<file path="src/rtl/wbu_fifo_arb.sv">
// Two-requester arbiter feeding a downstream FIFO: A sends multi-word packets, B single words.
// Occupancy is tracked locally so no word is ever written into a full FIFO.
module wbu_fifo_arb #(
  parameter int BW     = 36,
  parameter int LGFLEN = 10
) (
  input  logic          i_clk,
  input  logic          i_reset,
  input  logic          i_a_stb,
  input  logic [BW-1:0] i_a_data,
  input  logic          i_a_last,
  output logic          o_a_busy,
  input  logic          i_b_stb,
  input  logic [BW-1:0] i_b_data,
  output logic          o_b_busy,
  output logic          o_fifo_wr,
  output logic [BW-1:0] o_fifo_data,
  input  logic          i_fifo_rd,
  input  logic          i_fifo_empty_n,
  output logic          o_err
);
  localparam logic [LGFLEN:0] FLEN    = {1'b1, {LGFLEN{1'b0}}};
  localparam logic [LGFLEN:0] CNT_ONE = {{LGFLEN{1'b0}}, 1'b1};

  typedef enum logic [1:0] {IDLE, GNT_A, GNT_B} state_t;

  state_t          state_q, state_d;
  logic            last_b_q, last_b_d;  // 1 when B held the most recent grant
  logic [LGFLEN:0] r_count_q, r_count_d;
  logic            fifo_wr_q, fifo_wr_d;
  logic [BW-1:0]   fifo_data_q, fifo_data_d;
  logic            err_q, err_d;

  logic space, a_acc, b_acc, wr_acc, rd_acc;

  assign space    = (r_count_q < FLEN);
  assign o_a_busy = !((state_q == GNT_A) && space);
  assign o_b_busy = !((state_q == GNT_B) && space);
  assign a_acc    = i_a_stb && !o_a_busy;
  assign b_acc    = i_b_stb && !o_b_busy;
  assign wr_acc   = a_acc || b_acc;
  assign rd_acc   = i_fifo_rd && i_fifo_empty_n;

  assign o_fifo_wr   = fifo_wr_q;
  assign o_fifo_data = fifo_data_q;
  assign o_err       = err_q;

  always_comb begin
    state_d  = state_q;
    last_b_d = last_b_q;
    case (state_q)
      IDLE: begin
        if (i_a_stb && (!i_b_stb || last_b_q)) state_d = GNT_A;
        else if (i_b_stb)                      state_d = GNT_B;
      end
      GNT_A: begin
        // A keeps the grant until its last word goes through, even across stb gaps
        if (a_acc && i_a_last) begin
          state_d  = IDLE;
          last_b_d = 1'b0;
        end
      end
      GNT_B: begin
        if (b_acc) begin
          state_d  = IDLE;
          last_b_d = 1'b1;
        end
      end
      default: state_d = IDLE;
    endcase
  end

  always_comb begin
    r_count_d   = r_count_q;
    fifo_wr_d   = wr_acc;
    fifo_data_d = fifo_data_q;
    err_d       = err_q;
    if (a_acc)      fifo_data_d = i_a_data;
    else if (b_acc) fifo_data_d = i_b_data;
    if (wr_acc && !rd_acc)
      r_count_d = r_count_q + CNT_ONE;
    else if (!wr_acc && rd_acc && (r_count_q != '0))
      r_count_d = r_count_q - CNT_ONE;
    // A qualified read against an empty count means the FIFO and our model disagree
    if (rd_acc && (r_count_q == '0)) err_d = 1'b1;
  end

  always_ff @(posedge i_clk or posedge i_reset) begin
    if (i_reset) begin
      state_q     <= IDLE;
      last_b_q    <= 1'b1;
      r_count_q   <= '0;
      fifo_wr_q   <= 1'b0;
      fifo_data_q <= '0;
      err_q       <= 1'b0;
    end else begin
      state_q     <= state_d;
      last_b_q    <= last_b_d;
      r_count_q   <= r_count_d;
      fifo_wr_q   <= fifo_wr_d;
      fifo_data_q <= fifo_data_d;
      err_q       <= err_d;
    end
  end
endmodule

</file>
<file path="config.mk">
export PLATFORM = sky130hd
export DESIGN_NAME = wbu_fifo_arb
export DESIGN_NICKNAME = d
export VERILOG_FILES = /design/src/rtl/wbu_fifo_arb.sv
export SDC_FILE = /design/constraint.sdc
export NUM_CORES = 1
export LEC_CHECK = 0
export BUFFER_PORTS_ARGS = -buffer_cell sky130_fd_sc_hd__buf_4
export CAP_MARGIN = 20
export CORE_ASPECT_RATIO = 1.1
export CORE_MARGIN = 2
export CORE_UTILIZATION = 50
export CTS_CLUSTER_DIAMETER = 50
export CTS_CLUSTER_SIZE = 40
export DETAILED_ROUTE_END_ITERATION = 7
export GPL_ROUTABILITY_DRIVEN = 1
export PLACE_DENSITY_LB_ADDON = 0.08
export SKIP_CTS_REPAIR_TIMING = 1
export SKIP_LAST_GASP = 1
export SYNTH_ARGS = -nofsm -noshare
export SYNTH_HDL_FRONTEND = slang
export SYNTH_SLANG_ARGS = --single-unit
</file>
<file path="constraint.sdc">
create_clock -name i_clk -period 4.94 [get_ports i_clk]
set_input_delay 0.494 -clock i_clk [delete_from_list [all_inputs] [get_ports i_clk]]
set_output_delay 0.494 -clock i_clk [all_outputs]
set_load 0.005 [all_outputs]
</file>
# Word level (Yosys, flattened, before mapping)
# Index checks and enable logic that the tools add are counted.
# word_totals
latchBits,0
memories,0
output_inout_bits,40
elab_cells,52
reg_bits,52
mem_bits_rw,0
input_bits,79
mem_bits_ro,0
# op_classes
reduce_logical,26
div,0
order_cmp,1
bitwise,0
n_shift,0
mux,12
n_addsub,2
multipliers,0
eq_ne,5
# op_table
operator,n
two-way mux 36 bit,2
two-way mux 11 bit,2
adder 11 x 1 -> 11 bit (second input constant),1
logical AND 1 bit,11
logical NOT 11 bit,1
less-than comparator 11 bit (second input constant),1
nonzero test 11 bit,1
subtractor 11 x 1 -> 11 bit (second input constant),1
two-way mux 2 bit,4
case mux 2 bit (3 select lines),1
AND reduction 3 bit,2
nonzero test 2 bit,3
logical NOT 1 bit,5
inequality test 3 bit (second input constant),1
equality test 2 x 1 -> 1 bit (second input constant),1
equality test 2 bit (second input constant),1
logical NOT 2 bit,1
logical OR 1 bit,2
two-way mux 1 bit,2
inequality test 2 x 1 -> 1 bit (second input constant),1
inequality test 2 bit (second input constant),1
case mux 1 bit (2 select lines),1

# Logic depth before layout (Yosys ltp)
# depth
ltp_word,9
depth_mapped,11
depth_no_buf,10

# Worst setup path after synthesis
# OpenSTA, ideal clock, no wires.
# synth_timing
path_type,input-to-reg
startpoint,input i_a_stb
endpoint,register r_count_q[6]
slack_ns,2.241
path_stages,11
t_arrival_ns,2.574
setup_ns,0.125
required_time_ns,4.815
path_buffers,1
cell_sequence,and4bb_1 -> nor2_4 -> buf_6 -> inv_1 -> nand2_1 -> fa_1 -> a21o_1 -> a31oi_1 -> o21bai_1 -> xor2_1 -> mux2_2
# synth_between
elab_chain_cells,6
elab_cells_between_ends,8
classes_between,1 x mux; 7 x reduce/logical
# synth_rtl
element,line_no,source
start: declaration,9,"input logic i_a_stb,"
logical AND 1 bit (*),39,assign a_acc = i_a_stb && !o_a_busy;
logical OR 1 bit (*),41,assign wr_acc = a_acc || b_acc;
via fifo_wr_d,30,"logic fifo_wr_q, fifo_wr_d;"
logical NOT 1 bit,82,else if (!wr_acc && rd_acc && (r_count_q != '0))
logical AND 1 bit (2 in a row),82,
nonzero test 2 bit (no source line),n/a,
end signal: assignment,99,r_count_q <= r_count_d;
end: declaration,29,"logic [LGFLEN:0] r_count_q, r_count_d;"
# Mark *: on every way through the listed nets, which the timed path passes. The rest lies on a longest branch.
# A chain may end at the register's enable or synchronous reset.

# Final worst setup path
# layout_timing
startpoint,register r_count_q[10]
endpoint,register r_count_q[10]
# layout_between
elab_chain_cells,8
elab_cells_between_ends,16
classes_between,2 x add/sub; 1 x order compare; 2 x mux; 11 x reduce/logical
# layout_rtl
element,line_no,source
less-than comparator 11 bit (*),36,assign space = (r_count_q < FLEN);
"logical AND 1 bit, on equally long branches","37, 38",
"logical AND 1 bit, on equally long branches","39, 40",
logical OR 1 bit (*),41,
via fifo_wr_d,30,
logical NOT 1 bit,82,
logical AND 1 bit (2 in a row),82,
nonzero test 2 bit (no source line),n/a,
# Mark *: on every way through the listed nets, which the timed path passes. The rest lies on a longest branch. The select of a mux whose other input is x is not followed.

==> results.txt <==
The core area is 5330 sq um. Entering global routing, the biggest net connects 75 pins. The maximum buffer depth of the clock tree came out at 2. The share of the Yosys chip area taken by registers is a little under half. The total count of max-transition violations in the final report came out at 0. For this run, the number of Yosys warnings is 0. The post-route minimum period came out at 2.97 ns. The initial utilization of the core area, before any placement, comes to 51.1%. Net switching is about two fifths of the power. The synthesized design spends more area on one cell type than any other, namely dfrtp_1. The filler cell count in the final layout came out at 444.

Combinational logic is responsible for 53.0% of the overall power. 119 I/O pins were placed. In the final timing run, aggregate negative setup slack is 0 ns. In this run the biggest area consumer among cell types represents 46.9% of the synthesized area.

Static timing analysis puts the maximum clock frequency at approximately 0.34 GHz. The master cell of the clock root buffer is clkbuf_8. The leftover overflow at the end of global routing came out at 0.

The die is 81.4 um tall. The first global-routing pass estimated 9.38 mm of wire. The cell family contributing the most delay on the critical path is compound AO/OA/AOI/OAI gates. The maximum level of the CTS H-tree is 2. The diode insertion count for antenna repair came out at 0. The net count of the finished layout is 469. The stage delay of the slowest cell on the critical path is 0.49 ns. VDD sags by at most 0.427 mV. The register bit count reported by yosys is 52. Setup repair after global routing left no endpoint under its margin. The total of max-cap violations came out at 0. Clock-pin slew was measured on the worst setup and hold paths at approximately 0.090 ns. The number of setup violations in the final report came out at 0.

Counting every sink on the clock net gives 52. The design internal power is around 1.3 mW. The initial antenna violation count was 0. Yosys attributes the largest share of cell area to dfrtp_1, mux2i_1, o21ai_0. For this run, design rule violations remaining after detail routing come to 0. The via count of the first global-routing pass is a little over 2000. The share of total power in sequential cells is 35.8%.

The signal on the critical path passes through and4bb_2 -> nor2_4 -> inv_1 -> nand2_1 -> fa_1 -> a21o_1 -> a31oi_1 -> o211ai_1 -> o21ai_0 -> o311ai_0. The netlist area before placement came out at 2720 sq um. The flow ran to the end, and the final reports show no timing, DRC or antenna violations. Synthesis produced a netlist with a net count of 354. The number of placement rows came out at 28. The cell count after synthesis came out at approximately 270. The arrival time at the worst endpoint came out at 3.12 ns. The most used flip-flop cell after synthesis is dfrtp_1. The non-filler instance count after layout came out at roughly 460. The instance count after placement with tap cells included is 447.

The number of design-rule violations left by the first detailed-router iteration came out at 91. The final core utilization is 70.4%. At the worst endpoint, the required time is 5.09 ns. The detailed-router iteration count before antenna repair is 4.

The via total after detailed routing is approximately 2300. The total power per unit cell area is 573 nW/um^2. The count of flip-flops with a built-in enable after synthesis came out at 0. The worst min-delay path class is in2async. The final RePlAce weighted congestion is 0.841.

The number of antenna-violating nets in the routed design came out at 0. The clock network latency to the later pin of the worst-skew pair is 0.29 ns. The total global routing track utilization is 20.0%. Dividing the synthesized area by the synthesized cell count gives 10.3 sq um. In the final routed layout, each cell accounts on average for 13.5 um. After detailed routing, the number of vias per cell comes to about 5. Measured along the x axis, the die boundary spans 74.3 um. The worst setup path is launched from a flip-flop. Headroom to the max-slew limit came out at 58.7%. The nature of the critical path endpoint is a flip-flop. The clock network is responsible for 11.3% of the overall power.

Among all stages on the critical path, the largest delay is contributed by fa_1. The total of buffers placed on input and output ports came out at around 120. Counting distinct cell types in the post-synthesis netlist gives 36. The post-route netlist has a little over a third of its cells at a drive strength greater than 1. The count of buffer and inverter cells on the critical path came out at 1. The cell leakage power came out at 1.80 nW. The transition time of the tightest slew-check pin is 0.620 ns.

The HPWL after detailed placement is 4.72 mm. The layout-stage area growth over the synthesis result is 37.9%. The total wire length after detailed routing came out at 6.15 mm.

The peak fanout along the critical path came out at 10. The hold violation total from the final report is 0. The number of buffers added by the clock tree synthesis step is 5.

The classification of the worst setup path is reg2reg. The area of the die is roughly 6000 sq um. The share of the clock period used by the worst path after layout is 60.2%. The CTS tree is done. The switching power summed over all nets came out at 820 uW. After synthesis, the share of flip-flops with an asynchronous set or reset is 100%. The post-route clock skew came out at 0.00751 ns.
## state kept, by name, indices dropped and copies added, names as in the netlist
signal / flops
o_fifo_data: 36
r_count_q: 11
state_q: 2
last_b_q: 1
o_err: 1
o_fifo_wr: 1
## cell usage in the layout (no fill, tap or decap), drive strengths merged, types with 5 or more instances in the layout
cell type	instances
a21oi	7
mux2i	37
o21ai	48
ha	9
xnor2	5
clkbuf	7
nand2	50
dfrtp	51
buf	121
## per-stage QoR
step / instance area (sq um) / power, mW / hold WS [ns] / worst slack (ns)
after floorplan: 2720 / 1.50 / 0.465 / 2.24
after global placement: 3640 / 1.89 / 0.460 / 2.05
after detailed placement: 3640 / 1.93 / 0.465 / 1.96
after CTS: 3730 / 2.17 / 0.480 / 1.97
after global routing: 3750 / 2.35 / 0.169 / 1.61
final: 3750 / 2.15 / 0.148 / 1.97
## worst paths after layout
kind	depth (start not counted)	start	slack [ns]	endpoint
max	10	r_count_q[10]	1.97	r_count_q[10]
min	2	i_reset	0.15	o_fifo_data[18]
max reg2reg	10	r_count_q[10]	1.97	r_count_q[10]
min reg2reg	1	o_err	0.48	o_err
max in group asynchronous	3	i_reset	4.30	r_count_q[4]
min in group i_clk	1	o_err	0.48	o_err
## layout make-up
| type | instances | area, sq um | area share (%) |
|---|---|---|---|
| multi-input cells | 196 | 1320 | 35.3 |
| flip-flops and latches | 52 | 1300 | 34.7 |
| repair buffers | 121 | 921 | 24.6 |
| well taps | 75 | 93.8 | 2.50 |
| clock buffers | 7 | 86.3 | 2.30 |
| inverters | 4 | 15.0 | 0.400 |
| clock inverters | 1 | 7.51 | 0.200 |
## cells in the mapped netlist (all sizes together), types with 2 or more instances
master	instances
inv	4
and3	3
o21ai	48
mux2i	37
xor2	3
nand3	4
a211o	2
clkbuf	7
dfrtp	51
nand2	50
nor4	2
buf	6
ha	9
a31oi	2
mux2	2
o21bai	2
a211oi	2
a21o	4
a21oi	7
and4bb	2
xnor2	5
nor3	2
or3b	2
## logic make-up (layout without fill, tap and decap cells)
kind of cell	Yosys count	in the layout	share of synthesized area, %
mux	39	39	14.9
fa+ha+maj	10	10	4.88
buf+inv	17	133	3.45
simple gates	68	68	11.7
compound gates	71	71	14.6
xor+xnor	8	8	2.58
flops	52	52	47.9
## routing by layer
metal | global-route usage (%) | share of wire, % | up-vias
met4 | 3.75 | 0.44 | 0
met1 | 26.1 | 42 | 1046
met2 | 35.1 | 51 | 64
li1 | - | - | 1163
met3 | 3.85 | 6.6 | 2
met5 | 0 | 0 | -
## power groups by stage
stage               logic (mW)  clock network [mW]  registers, mW
floorplan                0.728                   0          0.768
global placement          1.11                   0          0.771
detailed placement        1.15                   0          0.779
CTS                       1.15               0.250          0.770
global route              1.28               0.270          0.798
finish                    1.14               0.242          0.769
Note: power is estimated with default switching activity, not from simulation.
